===== src/rtl/freq_pkg.sv =====
// Shared definitions for the frequency-word to BCD converter: FSM states,
// constant-width helpers and the end-to-end latency expression.
package freq_pkg;

    typedef enum logic [1:0] {IDLE, MUL, DABBLE, DONE} state_t;

    function automatic int clog2(input int value);
        int r;
        r = 0;
        while ((64'd1 << r) < 64'(value)) r++;
        return r;
    endfunction

    // Edges from the accepting edge to the edge that raises valid.
    function automatic int latency(input int fcw_w, input int scale);
        return fcw_w + clog2(scale) + 1;
    endfunction

    function automatic logic [63:0] pow10(input int digits);
        logic [63:0] p;
        p = 64'd1;
        for (int i = 0; i < digits; i++) p = p * 64'd10;
        return p;
    endfunction

endpackage


===== src/rtl/bcd_add3.sv =====
// Double-dabble digit correction: a digit of 5 or more gets 3 added so the
// following left shift carries correctly into the next decimal digit.
module bcd_add3 (
    input  logic [3:0] digit_in,
    output logic [3:0] digit_out
);

    always_comb begin
        digit_out = (digit_in >= 4'd5) ? digit_in + 4'd3 : digit_in;
    end

endmodule


===== src/rtl/freq_bcd_conv.sv =====
// Converts a frequency control word to floor(fcw*SCALE/2^FCW_W) in BCD using a
// bit-serial shift-add multiply followed by a bit-serial double dabble.
module freq_bcd_conv
    import freq_pkg::*;
#(
    parameter int FCW_W  = 12,
    parameter int SCALE  = 10000,
    parameter int DIGITS = 4
) (
    input  logic                  clk,
    input  logic                  rst,
    input  logic                  start,
    input  logic [FCW_W-1:0]      fcw,
    output logic                  busy,
    output logic                  valid,
    output logic [4*DIGITS-1:0]   bcd,
    output logic                  ovf
);

    localparam int RES_W = clog2(SCALE);
    localparam int ACC_W = FCW_W + RES_W;
    localparam int BCD_W = 4 * DIGITS;
    localparam int CNT_W = clog2(((FCW_W > RES_W) ? FCW_W : RES_W) + 1);
    localparam logic [ACC_W-1:0] SCALE_ACC = ACC_W'(SCALE);
    localparam logic [63:0]      BCD_LIMIT = pow10(DIGITS);

    state_t             state_q, state_d;
    logic [FCW_W-1:0]   fcw_q, fcw_d;
    logic [ACC_W-1:0]   acc_q, acc_d;
    logic [RES_W-1:0]   bin_q, bin_d;
    logic [BCD_W-1:0]   dig_q, dig_d;
    logic               ovf_pend_q, ovf_pend_d;
    logic [CNT_W-1:0]   cnt_q, cnt_d;
    logic               busy_q, busy_d;
    logic               valid_q, valid_d;
    logic [BCD_W-1:0]   bcd_q, bcd_d;
    logic               ovf_q, ovf_d;

    logic [BCD_W-1:0]       dig_corr;
    logic [ACC_W-1:0]       acc_nxt;
    logic [RES_W-1:0]       res_nxt;
    logic [BCD_W+RES_W-1:0] shift_nxt;

    // The accumulator MSB is always zero while shifting; the product fits ACC_W.
    logic unused_acc_msb;
    assign unused_acc_msb = acc_q[ACC_W-1];

    for (genvar i = 0; i < DIGITS; i++) begin : g_add3
        bcd_add3 u_add3 (
            .digit_in  (dig_q[4*i +: 4]),
            .digit_out (dig_corr[4*i +: 4])
        );
    end

    always_comb begin
        state_d    = state_q;
        fcw_d      = fcw_q;
        acc_d      = acc_q;
        bin_d      = bin_q;
        dig_d      = dig_q;
        ovf_pend_d = ovf_pend_q;
        cnt_d      = cnt_q;
        busy_d     = busy_q;
        valid_d    = 1'b0;
        bcd_d      = bcd_q;
        ovf_d      = ovf_q;
        acc_nxt    = '0;
        res_nxt    = '0;
        shift_nxt  = '0;

        case (state_q)
            IDLE: begin
                if (start) begin
                    state_d = MUL;
                    fcw_d   = fcw;
                    acc_d   = '0;
                    cnt_d   = '0;
                    busy_d  = 1'b1;
                end
            end
            MUL: begin
                // MSB-first shift-add: acc = 2*acc + bit*SCALE.
                acc_nxt = {acc_q[ACC_W-2:0], 1'b0} + (fcw_q[FCW_W-1] ? SCALE_ACC : '0);
                acc_d   = acc_nxt;
                fcw_d   = {fcw_q[FCW_W-2:0], 1'b0};
                cnt_d   = cnt_q + CNT_W'(1);
                if (cnt_q == CNT_W'(FCW_W - 1)) begin
                    res_nxt    = acc_nxt[ACC_W-1:FCW_W];
                    bin_d      = res_nxt;
                    dig_d      = '0;
                    ovf_pend_d = (64'(res_nxt) >= BCD_LIMIT);
                    cnt_d      = '0;
                    state_d    = DABBLE;
                end
            end
            DABBLE: begin
                shift_nxt  = {dig_corr[BCD_W-2:0], bin_q, 1'b0};
                dig_d      = shift_nxt[BCD_W+RES_W-1 -: BCD_W];
                bin_d      = shift_nxt[RES_W-1:0];
                ovf_pend_d = ovf_pend_q | dig_corr[BCD_W-1];
                cnt_d      = cnt_q + CNT_W'(1);
                if (cnt_q == CNT_W'(RES_W - 1)) begin
                    cnt_d   = '0;
                    busy_d  = 1'b0;
                    state_d = DONE;
                end
            end
            DONE: begin
                bcd_d   = ovf_pend_q ? {DIGITS{4'h9}} : dig_q;
                ovf_d   = ovf_pend_q;
                valid_d = 1'b1;
                state_d = IDLE;
            end
            default: state_d = IDLE;
        endcase
    end

    always_ff @(posedge clk or posedge rst) begin
        if (rst) begin
            state_q    <= IDLE;
            fcw_q      <= '0;
            acc_q      <= '0;
            bin_q      <= '0;
            dig_q      <= '0;
            ovf_pend_q <= 1'b0;
            cnt_q      <= '0;
            busy_q     <= 1'b0;
            valid_q    <= 1'b0;
            bcd_q      <= '0;
            ovf_q      <= 1'b0;
        end else begin
            state_q    <= state_d;
            fcw_q      <= fcw_d;
            acc_q      <= acc_d;
            bin_q      <= bin_d;
            dig_q      <= dig_d;
            ovf_pend_q <= ovf_pend_d;
            cnt_q      <= cnt_d;
            busy_q     <= busy_d;
            valid_q    <= valid_d;
            bcd_q      <= bcd_d;
            ovf_q      <= ovf_d;
        end
    end

    assign busy  = busy_q;
    assign valid = valid_q;
    assign bcd   = bcd_q;
    assign ovf   = ovf_q;

endmodule


===== config.mk =====
export PLATFORM = sky130hd
export DESIGN_NAME = freq_bcd_conv
export DESIGN_NICKNAME = d
export VERILOG_FILES = /design/src/rtl/freq_pkg.sv /design/src/rtl/bcd_add3.sv /design/src/rtl/freq_bcd_conv.sv
export SDC_FILE = /design/constraint.sdc
export NUM_CORES = 1
export LEC_CHECK = 0
export BUFFER_PORTS_ARGS = -buffer_cell sky130_fd_sc_hd__buf_2
export CAP_MARGIN = 20
export CORE_MARGIN = 1
export CORE_UTILIZATION = 45
export DETAILED_ROUTE_END_ITERATION = 12
export PLACE_DENSITY = 0.72
export SETUP_SLACK_MARGIN = 0.4
export SYNTH_ARGS = -nofsm -noshare
export SYNTH_HDL_FRONTEND = slang
export SYNTH_SLANG_ARGS = --single-unit

===== constraint.sdc =====
create_clock -name clk -period 2.68 [get_ports clk]
set_input_delay 0.402 -clock clk [delete_from_list [all_inputs] [get_ports clk]]
set_output_delay 0.402 -clock clk [all_outputs]
set_load 0.01 [all_outputs]

==> impl_metrics.yaml, run 1 <==
run_status:
  status: "complete, no violations"
place:
  port_buffers: 33
  hpwl_um: 6368
  gp_congestion: 0.8402
  place_inst: 628
drt:
  first_pass_iters: 5
  vias_per_cell: 5.413
  remaining_drc_errors: 0
  wire_per_inst_um: 14.62
  ant_nets: 0
  num_vias: 3524
  drtIter0Drc: 112
  routed_wl_um: 9518
clock_tree:
  cts.hold.buffers_added: 0
  ctsRootBufferMaster: "clkbuf_8"
  htreeDepth: 3
  clock_latency_ns: 0.37
  clk_path_buf_depth: 2
  cts_buffers: 9
  clock_sinks: 89
  path_clk_slew_ns: 0.09
  cts_tree: "built"
grt:
  antenna_found_initial: 0
  grt_overflow: 0
  grt_max_degree: 90
  grt_first_pass_wirelength_um: 16000
  grt_use_total: 0.1944
  grt_pass1_vias: 3480
sta:
  holdWs_ns: 0.1521
  fin_skew_ns: 0.01674
  maxSlewViolCount: 0
  finalSetupViolCount: 0
  max_slew_margin: 0.5627
  fmax_mhz: 441.6
  rsz0062_at_grt: "yes"
  period_needed_ns: 2.264
  worst_pin_slew_ns: 0.6536
  finalCritPeriodShare: 0.8449
  final_hold_viol_count: 0
  totalNegativeSetupSlack_ns: 0
worst_hold_path:
  hp-class: "in -> async"
layout:
  num-nets-final: 547
  ff_latch_area_sq_um: 2227
  nFillCells: 891
  diodes: 0
  drive_gt1_frac: 0.1911
  multi_input_area_sq_um: 2297
  stdcell_count: 651
  area_growth_syn_to_layout_pct: 17.31
pwr:
  p_leak_nw: 2.385
  p_comb_frac: 0.417
  power_frac_seq: 0.381
  ir_drop_mv: 0.6777
  p_sw_frac: 0.3970
  clkPwrFrac: 0.201
  p_int_mw: 3.415
  switchingPower_mw: 2.248
  p_per_area_nw_per_um2: 1055
synthesis:
  ys_seq_elements: 89
  yosysUniqueCellTypes: 55
  synth_fp_nets: 509
  ys_seq_area_frac: 0.4867
  synthFlopType: "dfrtp_1"
  synth.cell_area_sq_um: 4576
  synth_enable_flop_cells: 0
  synthArstFlopShare: 1.000
  syn_area_per_cell_sq_um: 9.633
  ys_warn_count: 0
  synthCells: 475
setup_path:
  critical_path_arrival_ns: 2.50
  path_max_fanout: 4
  cp-end-kind: "flop"
  start_kind: "flop"
  critical_path_class: "reg -> reg"
  crit_required_ns: 2.91
die:
  start_util: 0.4660
  die_w_um: 102.8
  coreArea_sq_um: 9819
  core.rowCount: 36
  design.die.area_sq_um: 10580
  die_y_um: 102.8
  pin_count: 34
flow_run:
  cap_viol_max_count: 0
-- registers in the layout, indices dropped and copies added (netlist names) --
name,cells
acc_q,21
bcd,16
dig_q,16
bin_q,14
fcw_q,12
cnt_q,4
state_q,2
busy,1
ovf,1
ovf_pend_q,1
valid,1
-- layout by cell type, fill, tap and decap left out, drive strengths merged, types with 6 or more instances in the layout --
cell    instances
a211oi          6
a21o            9
a21oi          19
a22o            8
buf            50
clkbuf          9
dfrtp          89
ha             18
inv            26
mux2i          15
nand2          61
nand2b          8
nand3          12
nor2           26
nor2b           8
nor3            8
o21ai          60
o22ai          11
xnor2          12
xor2            8
-- worst paths after layout --
path / start / end / slack (ns) / cells past startpoint
min in group clk: fcw[8] / fcw_q[8]$_DFFE_PP0P_ / 0.32 / 3
max: fcw_q[11]$_DFFE_PP0P_ / ovf_pend_q$_DFFE_PP0P_ / 0.42 / 11
min reg2reg: bin_q[6]$_DFFE_PP0P_ / bin_q[6]$_DFFE_PP0P_ / 0.49 / 1
max in group asynchronous: rst / acc_q[8]$_DFFE_PP0P_ / 2.15 / 3
min: rst / bcd[13]$_DFFE_PP0P_ / 0.15 / 3
max reg2reg: fcw_q[11]$_DFFE_PP0P_ / ovf_pend_q$_DFFE_PP0P_ / 0.42 / 11
-- area by class of cell --
| type | count | share of cell area |
|---|---|---|
| inverter | 25 | 0.01818 |
| clock inverter | 7 | 0.02354 |
| tap | 133 | 0.03100 |
| multi-input combinational | 338 | 0.4280 |
| timing repair buffer | 50 | 0.06131 |
| sequential | 89 | 0.4149 |
| clock buffer | 9 | 0.02308 |
-- power groups by stage --
stage | registers (mW) | logic (mW) | clock network, mW
2_1_floorplan | 2.11 | 1.63 | 0
3_3_place_gp | 2.14 | 2.16 | 0
3_5_place_dp | 2.17 | 2.23 | 0
4_1_cts | 2.14 | 2.31 | 1.16
5_1_grt | 2.22 | 2.65 | 1.22
6_report | 2.16 | 2.36 | 1.14
-- Yosys cell counts (all sizes together) (9+ instances only) --
library cell / instances / area, sq um
inv: 25 / 93.84
nand2: 61 / 229.0
mux2i: 15 / 150.1
a21o: 9 / 68.82
o22ai: 11 / 68.82
nor2: 26 / 97.59
xnor2: 12 / 105.1
dfrtp: 89 / 2227
ha: 18 / 225.2
a21oi: 19 / 95.09
nand3: 12 / 60.06
clkbuf: 18 / 67.56
o21ai: 60 / 300.3
-- worst max-delay path: stages (launching register included) --
cell	delay [ns]
dfrtp_1	0.40
ha_2	0.20
inv_2	0.04
fa_2	0.36
nand2b_4	0.17
a211oi_4	0.23
buf_6	0.15
buf_6	0.11
a21o_1	0.09
a21boi_2	0.05
o2111ai_2	0.21
a311oi_2	0.12
-- what timing repair did --
action                                  in CTS  in global routing
endpoints found under the setup margin      10                 11
buffers inserted                             3                  4
gates resized for setup                      6                 21
pin swaps                                    1                  7
-- per-stage QoR --
stage	instance area (sq um)	utilization	total power, mW	setup slack, ns
2_1_floorplan	4579	-	3.745	0.4231
3_3_place_gp	4925	0.5015	4.302	0.2743
3_5_place_dp	4925	0.5015	4.400	0.2091
4_1_cts	5244	0.5340	5.612	0.4169
5_1_grt	5368	0.5466	6.095	0.2942
6_report	5368	0.5466	5.664	0.4157
-- kinds of logic (layout without fill, tap and decap cells) --
group                    count (synthesis)  in the layout  share of synthesized area
multiplexers                            17             17                    0.03773
buffers and inverters                   48             91                    0.04293
adder cells (fa/ha/maj)                 19             19                    0.05360
flip-flops                              89             89                     0.4867
AO/OA/AOI/OAI                          140            140                     0.1928
XOR/XNOR                                20             20                    0.03828
AND/OR/NAND/NOR                        142            142                     0.1479
-- metal layers --
| layer | wire length, um | up-vias | global-route usage |
|---|---|---|---|
| met3 | 297 | 12 | 0.03593 |
| met2 | 4648 | 69 | 0.3446 |
| li1 | - | 1733 | - |
| met5 | 0 | - | 0 |
| met4 | 123 | 0 | 0.06609 |
| met1 | 4448 | 1710 | 0.2379 |
No activity file was read; power rests on OpenSTA's default activity.
==> run 2, diff against run 1 <==
--- a/config.mk
+++ b/config.mk
@@ -5,6 +5,7 @@
 export SDC_FILE = /design/constraint.sdc
 export NUM_CORES = 1
 export LEC_CHECK = 0
+export ABC_AREA = 1
 export BUFFER_PORTS_ARGS = -buffer_cell sky130_fd_sc_hd__buf_2
 export CAP_MARGIN = 20
 export CORE_MARGIN = 1
==> constraint.sdc (replaced) <==
create_clock -name clk -period 1.98 [get_ports clk]
set_input_delay 0.297 -clock clk [delete_from_list [all_inputs] [get_ports clk]]
set_output_delay 0.297 -clock clk [all_outputs]
set_load 0.01 [all_outputs]
==> run 2 against run 1 <==
  * The flow now finishes with violations (negative setup slack)
  * Combinational power grew to 2.8 times the previous value
  * Die area grew 2.4%
  * Non-clock buffer count rose by 55
  * Setup slack lost 0.54 ns
  * Global-route usage rose by 2.5 points
  * Design area rose by 25%
  * Area after synthesis rose by 2.4%
  * Sequential power increased by 40%
  * Sequential cell count is the same
  * Cell count increased by 27%
  * Maximum frequency rose by 7.7%
  * Critical endpoint unchanged
  * Largest cell class unchanged
==> impl_metrics.yaml, run 2 <==
die:
  core.rowCount: 36
  pin_count: 34
  die_w_um: 104.0
  die_y_um: 104.0
  design.die.area_sq_um: 10820
  coreArea_sq_um: 9955
  start_util: 0.4707
clock_tree:
  cts_tree: "built"
  clock_sinks: 89
  clock_latency_ns: 0.37
  cts_buffers: 9
  clk_path_buf_depth: 2
  ctsRootBufferMaster: "clkbuf_8"
  path_clk_slew_ns: 0.10
  htreeDepth: 3
grt:
  grt_overflow: 0
  grt_use_total: 0.2198
  antenna_found_initial: 0
  grt_first_pass_wirelength_um: 19240
  grt_max_degree: 38
  grt_pass1_vias: 4089
drt:
  num_vias: 4596
  ant_nets: 0
  first_pass_iters: 5
  remaining_drc_errors: 0
  routed_wl_um: 13660
  drtIter0Drc: 372
  vias_per_cell: 5.578
  wire_per_inst_um: 16.58
pwr:
  ir_drop_mv: 0.7953
  p_per_area_nw_per_um2: 1607
  p_leak_nw: 3.023
synthesis:
  synthCells: 586
  synth_enable_flop_cells: 0
  synth_area_leaders: "dfrtp_1 48%, nand2_1 11%, nor2_1 5.4%, inv_1 5.4%, ha_1 4.8%"
  synth_commonest_cells: "134 x nand2_1, 89 x dfrtp_1, 68 x nor2_1, 67 x inv_1, 37 x o21ai_0"
  synth_fp_nets: 620
  yosysUniqueCellTypes: 32
  synthArstFlopShare: 1.000
  yosysTopAreaCell: "dfrtp_1"
  synth.cell_area_sq_um: 4686
  synthFlopType: "dfrtp_1"
  yosysMostFrequentCell: "nand2_1"
  ys_seq_area_frac: 0.4753
  ys_seq_elements: 89
  yosysTopAreaCellShare: 0.4753
  syn_area_per_cell_sq_um: 7.996
  ys_warn_count: 0
setup_path:
  cp-end-kind: "flop"
  regToRegSetupSlack_ns: -0.12
  start_kind: "flop"
  critical_path_arrival_ns: 2.35
  critical_path_class: "reg -> reg"
  reg2reg_depth: 14
  crit_required_ns: 2.23
  r2r-start: "fcw_q[11]$_DFFE_PP0P_"
  r2r_end: "ovf_pend_q$_DFFE_PP0P_"
  path_max_fanout: 5
layout:
  diodes: 0
  final_cell_mix: "109 x nand2_1, 86 x dfrtp_1, 57 x inv_1"
  num-nets-final: 720
  area_growth_syn_to_layout_pct: 42.75
  final_util: 0.6719
  regMostFlops: "acc_q"
  final_common_cell: "nand2_1"
  largest_reg_flops: 21
  drive_gt1_frac: 0.3835
place:
  port_buffers: 33
  gp_congestion: 0.9164
  hpwl_um: 7439
sta:
  finalCritPeriodShare: 1.061
  rsz0062_at_grt: "yes"
  fin_ws_ns: -0.1217
  period_needed_ns: 2.102
  worst_pin_slew_ns: 0.4626
  max_slew_margin: 0.6910
  fmax_mhz: 475.8
  fin_skew_ns: 0.009286
  totalNegativeSetupSlack_ns: -0.4112
  final_hold_viol_count: 0
  finalSetupViolCount: 5
  maxSlewViolCount: 0
flow_run:
  cap_viol_max_count: 0
run_status:
  violations: "negative setup slack"
  status: "finished, violations left"
worst_hold_path:
  hold_path_end: "fcw_q[0]$_DFFE_PP0P_"
  hp-class: "in -> reg"
  hp-start: "fcw[0]"
  hold_path_depth: 3
## run 2: metrics by stage
stage / power [mW] / cells / instance area (sq um) / hold WS (ns) / worst slack (ns)
2_1_floorplan: 5.472 / 586 / 4727 / 0.4464 / 0.1051
3_3_place_gp: 6.393 / 751 / 5141 / 0.3400 / 0.05053
3_5_place_dp: 6.520 / 751 / 5141 / 0.3442 / -0.03660
4_1_cts: 8.625 / 789 / 5692 / 0.1718 / 0.02803
5_1_grt: 11.37 / 824 / 6689 / 0.1737 / -0.2535
6_report: 10.75 / 824 / 6689 / 0.1713 / -0.1217
## run 2: final cells by class
cell class,instances,area (sq um)
clock buffers,9,123.9
fillers,705,3266
inverters,71,285.3
well taps,133,166.4
flip-flops and latches,89,2231
repair buffers,105,955.9
clock inverters,7,62.56
repair inverters,1,7.507
multi-input cells,409,2856
## run 2: cell families (layout without fill, tap and decap cells)
group,count (synthesis),after routing,share of synthesized area
compound gates,120,120,0.1463
simple gates,256,256,0.2272
flops,89,89,0.4753
xor+xnor,13,13,0.02430
buf+inv,88,193,0.07236
fa+ha+maj,19,19,0.05234
mux,1,1,0.002136
## run 2: metal layers
metal,global-route usage,routed length (um),share of wire,up-vias
li1,-,-,-,2121
met5,0,0,0,-
met1,0.2655,5392,0.39,2220
met3,0.04950,803,0.059,53
met2,0.3867,6956,0.51,202
met4,0.07245,510,0.037,0
## run 2: what timing repair did
item | CTS | global route
setup buffers | 17 | 31
gates resized for setup | 35 | 161
gates cloned | 4 | 4
pin swaps | 14 | 23
endpoints found under the hold margin | 16 | 0
hold buffers | 1 | 0
endpoints found under the setup margin | 66 | 81
## run 2: worst max-delay path by stage
stage                               start                      to  depth (start not counted)
detailed placement  fcw_q[11]$_DFFE_PP0P_  ovf_pend_q$_DFFE_PP0P_                         15
global placement    fcw_q[11]$_DFFE_PP0P_  ovf_pend_q$_DFFE_PP0P_                         15
floorplan           fcw_q[11]$_DFFE_PP0P_  ovf_pend_q$_DFFE_PP0P_                         15
global route        fcw_q[11]$_DFFE_PP0P_  ovf_pend_q$_DFFE_PP0P_                         15
CTS                 fcw_q[11]$_DFFE_PP0P_  ovf_pend_q$_DFFE_PP0P_                         15
finish              fcw_q[11]$_DFFE_PP0P_  ovf_pend_q$_DFFE_PP0P_                         14
## run 2: power breakdown
part	leakage, nW	internal, mW	switching [mW]	total [mW]
Sequential	1.13	2.47	0.560	3.03
Clock	0.0894	0.478	0.744	1.22
Combinational	1.80	2.95	3.56	6.50
Total	3.02	5.89	4.86	10.8
## run 2: worst max-delay path, stage by stage (launching register included)
cell,delay (ns)
dfrtp_2,0.44
inv_1,0.13
fa_2,0.43
inv_2,0.08
nand3_2,0.08
nand2_2,0.11
nand2_4,0.07
nand2_4,0.08
nand2_2,0.06
nand2_1,0.06
nand2_1,0.07
nor2_1,0.14
nor2_1,0.07
nor2_1,0.09
a21oi_1,0.07
==> run 3, diff against run 2 <==
--- a/config.mk
+++ b/config.mk
@@ -12,7 +12,7 @@
 export CORE_UTILIZATION = 45
 export DETAILED_ROUTE_END_ITERATION = 12
 export PLACE_DENSITY = 0.72
-export SETUP_SLACK_MARGIN = 0.4
+export SETUP_SLACK_MARGIN = 0.1
 export SYNTH_ARGS = -nofsm -noshare
 export SYNTH_HDL_FRONTEND = slang
 export SYNTH_SLANG_ARGS = --single-unit
==> run 3 against run 2 <==
  * The run still ends with negative setup slack left
  * Core utilization decreased by 10 points
  * Sequential power decreased by 3%
  * Combinational power decreased by 33%
  * Clock-buffer cell count increased by 1
  * Design area decreased by 15%
  * Sequential share of layout area increased by 5.9 points
  * Hold slack got worse by 0.14 ns
  * Die area unchanged
  * Largest power group unchanged
  * Highest routed layer unchanged
==> impl_metrics.yaml, run 3 (same netlist as run 2, synthesis figures left out) <==
layout:
  drive_gt1_frac: 0.2231
  area_growth_syn_to_layout_pct: 21.09
  stdcell_area_sq_um: 5674
  stdcell_count: 783
  regMostFlops: "acc_q"
  num-nets-final: 679
  final_util: 0.5700
  final_common_cell: "nand2_1"
  diodes: 0
  final_cell_mix: "119 x nand2_1, 88 x dfrtp_1, 67 x nor2_1"
  largest_reg_flops: 21
die:
  pin_count: 34
  design.die.area_sq_um: 10820
  start_util: 0.4707
  die_w_um: 104.0
  coreArea_sq_um: 9955
  core.rowCount: 36
  die_y_um: 104.0
pwr:
  p_leak_nw: 2.574
  ir_drop_mv: 0.7762
  p_per_area_nw_per_um2: 1493
sta:
  worst_pin_slew_ns: 0.5053
  holdWs_ns: 0.02681
  fmax_mhz: 476.3
  finalSetupViolCount: 2
  maxSlewViolCount: 0
  period_needed_ns: 2.099
  finalCritPeriodShare: 1.060
  fin_skew_ns: 0.01020
  totalNegativeSetupSlack_ns: -0.1903
  fin_ws_ns: -0.1193
  final_hold_viol_count: 0
  max_slew_margin: 0.6596
  rsz0062_at_grt: "yes"
grt:
  grt_overflow: 0
  grt_first_pass_wirelength_um: 18500
  grt_max_degree: 90
  antenna_found_initial: 0
  grt_use_total: 0.2091
  grt_pass1_vias: 3900
clock_tree:
  ctsRootBufferMaster: "clkbuf_8"
  clock_latency_ns: 0.36
  htreeDepth: 3
  path_clk_slew_ns: 0.10
  clock_sinks: 89
  cts_buffers: 9
  cts_tree: "built"
  clk_path_buf_depth: 2
drt:
  vias_per_cell: 5.294
  num_vias: 4145
  ant_nets: 0
  remaining_drc_errors: 0
  drtIter0Drc: 270
  routed_wl_um: 11400
  wire_per_inst_um: 14.56
  first_pass_iters: 5
place:
  place_inst: 750
  hpwl_um: 7574
  dpl_cell_area_sq_um: 5116
  port_buffers: 33
  gp_congestion: 0.9674
worst_hold_path:
  hp-class: "in -> async"
setup_path:
  critical_path_class: "reg -> reg"
  cpMostUsedCell: "nand2_2"
  worst-path-stages: 15
  crit_buf_inv: 2
  crit_start: "fcw_q[11]$_DFFE_PP0P_"
  critical-path-slowest-cell: "dfrtp_2"
  path_max_fanout: 6
  r2r_end: "ovf_pend_q$_DFFE_PP0P_"
  regToRegSetupSlack_ns: -0.12
  r2r-start: "fcw_q[11]$_DFFE_PP0P_"
  critical_path_arrival_ns: 2.34
  start_kind: "flop"
  path_cells: "ha_4 -> inv_2 -> fa_2 -> inv_2 -> nand3_2 -> nand2_2 -> nand2_2 -> nand2_4 -> nand2_2 -> nand2_2 -> nand2_2 -> nor2_1 -> nor2_1 -> nor2_1 -> a21oi_2"
  reg2reg_depth: 15
  crit_family: "simple AND/OR/NAND/NOR gates"
  crit_required_ns: 2.22
  crit_end: "ovf_pend_q$_DFFE_PP0P_"
  cp-end-kind: "flop"
  cp_slowest_stage_delay_ns: 0.45
run_status:
  violations: "negative setup slack"
  status: "finished, violations left"
flow_run:
  cap_viol_max_count: 0
-- run 3: cell types whose count changed in the layout (fill, tap and decap cells not counted), moves of 8 or more --
| cell | delta |
|---|---|
| nand2_1 | +10 |
| buf_6 | -19 |
| nor2_1 | +19 |
| buf_4 | -14 |
| nand3_2 | -8 |
| nor2_4 | -15 |
| o21ai_0 | +9 |
| o22ai_1 | +16 |
| o22ai_2 | -14 |
| nand3_1 | +10 |
-- run 3: per-stage QoR --
stage	power [mW]	setup WS, ns
CTS	7.828	-0.02361
global route	9.097	-0.2156
finish	8.469	-0.1193
global placement	6.412	0.02384
detailed placement	6.538	-0.03815
floorplan	5.436	0.1035
-- run 3: where the power goes --
group / total (mW) / switching [mW] / internal (mW)
logic: 4.37 / 2.65 / 1.72
registers: 2.94 / 0.480 / 2.46
clock network: 1.15 / 0.680 / 0.472
-- run 3: repair_timing --
item,in CTS,in global routing
hold buffers,0,0
endpoints found under the setup margin,8,34
pin swaps,12,25
resized for setup,9,41
cloned,0,3
setup buffers,3,11
-- run 3: per-layer routing --
metal,up-vias,global-route usage,routed length [um]
met5,-,0,0
li1,2030,-,-
met2,124,0.3567,5686
met1,1971,0.2714,5010
met4,0,0.05816,177
met3,20,0.03947,523
-- run 3: cell type report --
cell class                 count  area (sq um)
fill                         888          4280
inverter                      71         274.0
timing repair inverter         1         7.507
timing repair buffer          64         469.2
tap                          133         166.4
clock inverter                 6         51.30
sequential                    89          2228
clock buffer                  10         127.6
multi-input combinational    409          2350
-- run 3: worst min-delay path by stage --
stage               slack, ns               endpoint  cells after the start
global route             0.08  dig_q[10]$_DFFE_PP0P_                      3
floorplan                0.45   dig_q[3]$_DFFE_PP0P_                      2
global placement         0.46     bcd[1]$_DFFE_PP0P_                      2
finish                   0.03  dig_q[10]$_DFFE_PP0P_                      3
CTS                      0.07  dig_q[10]$_DFFE_PP0P_                      3
detailed placement       0.47  dig_q[10]$_DFFE_PP0P_                      3
-- run 3: worst register-to-register path, stage by stage, from the launching register on --
cell	delay, ns
dfrtp_2	0.45
ha_4	0.16
inv_2	0.04
fa_2	0.37
inv_2	0.07
nand3_2	0.06
nand2_2	0.09
nand2_2	0.08
nand2_4	0.10
nand2_2	0.06
nand2_2	0.07
nand2_2	0.06
nor2_1	0.11
nor2_1	0.05
nor2_1	0.14
a21oi_2	0.07
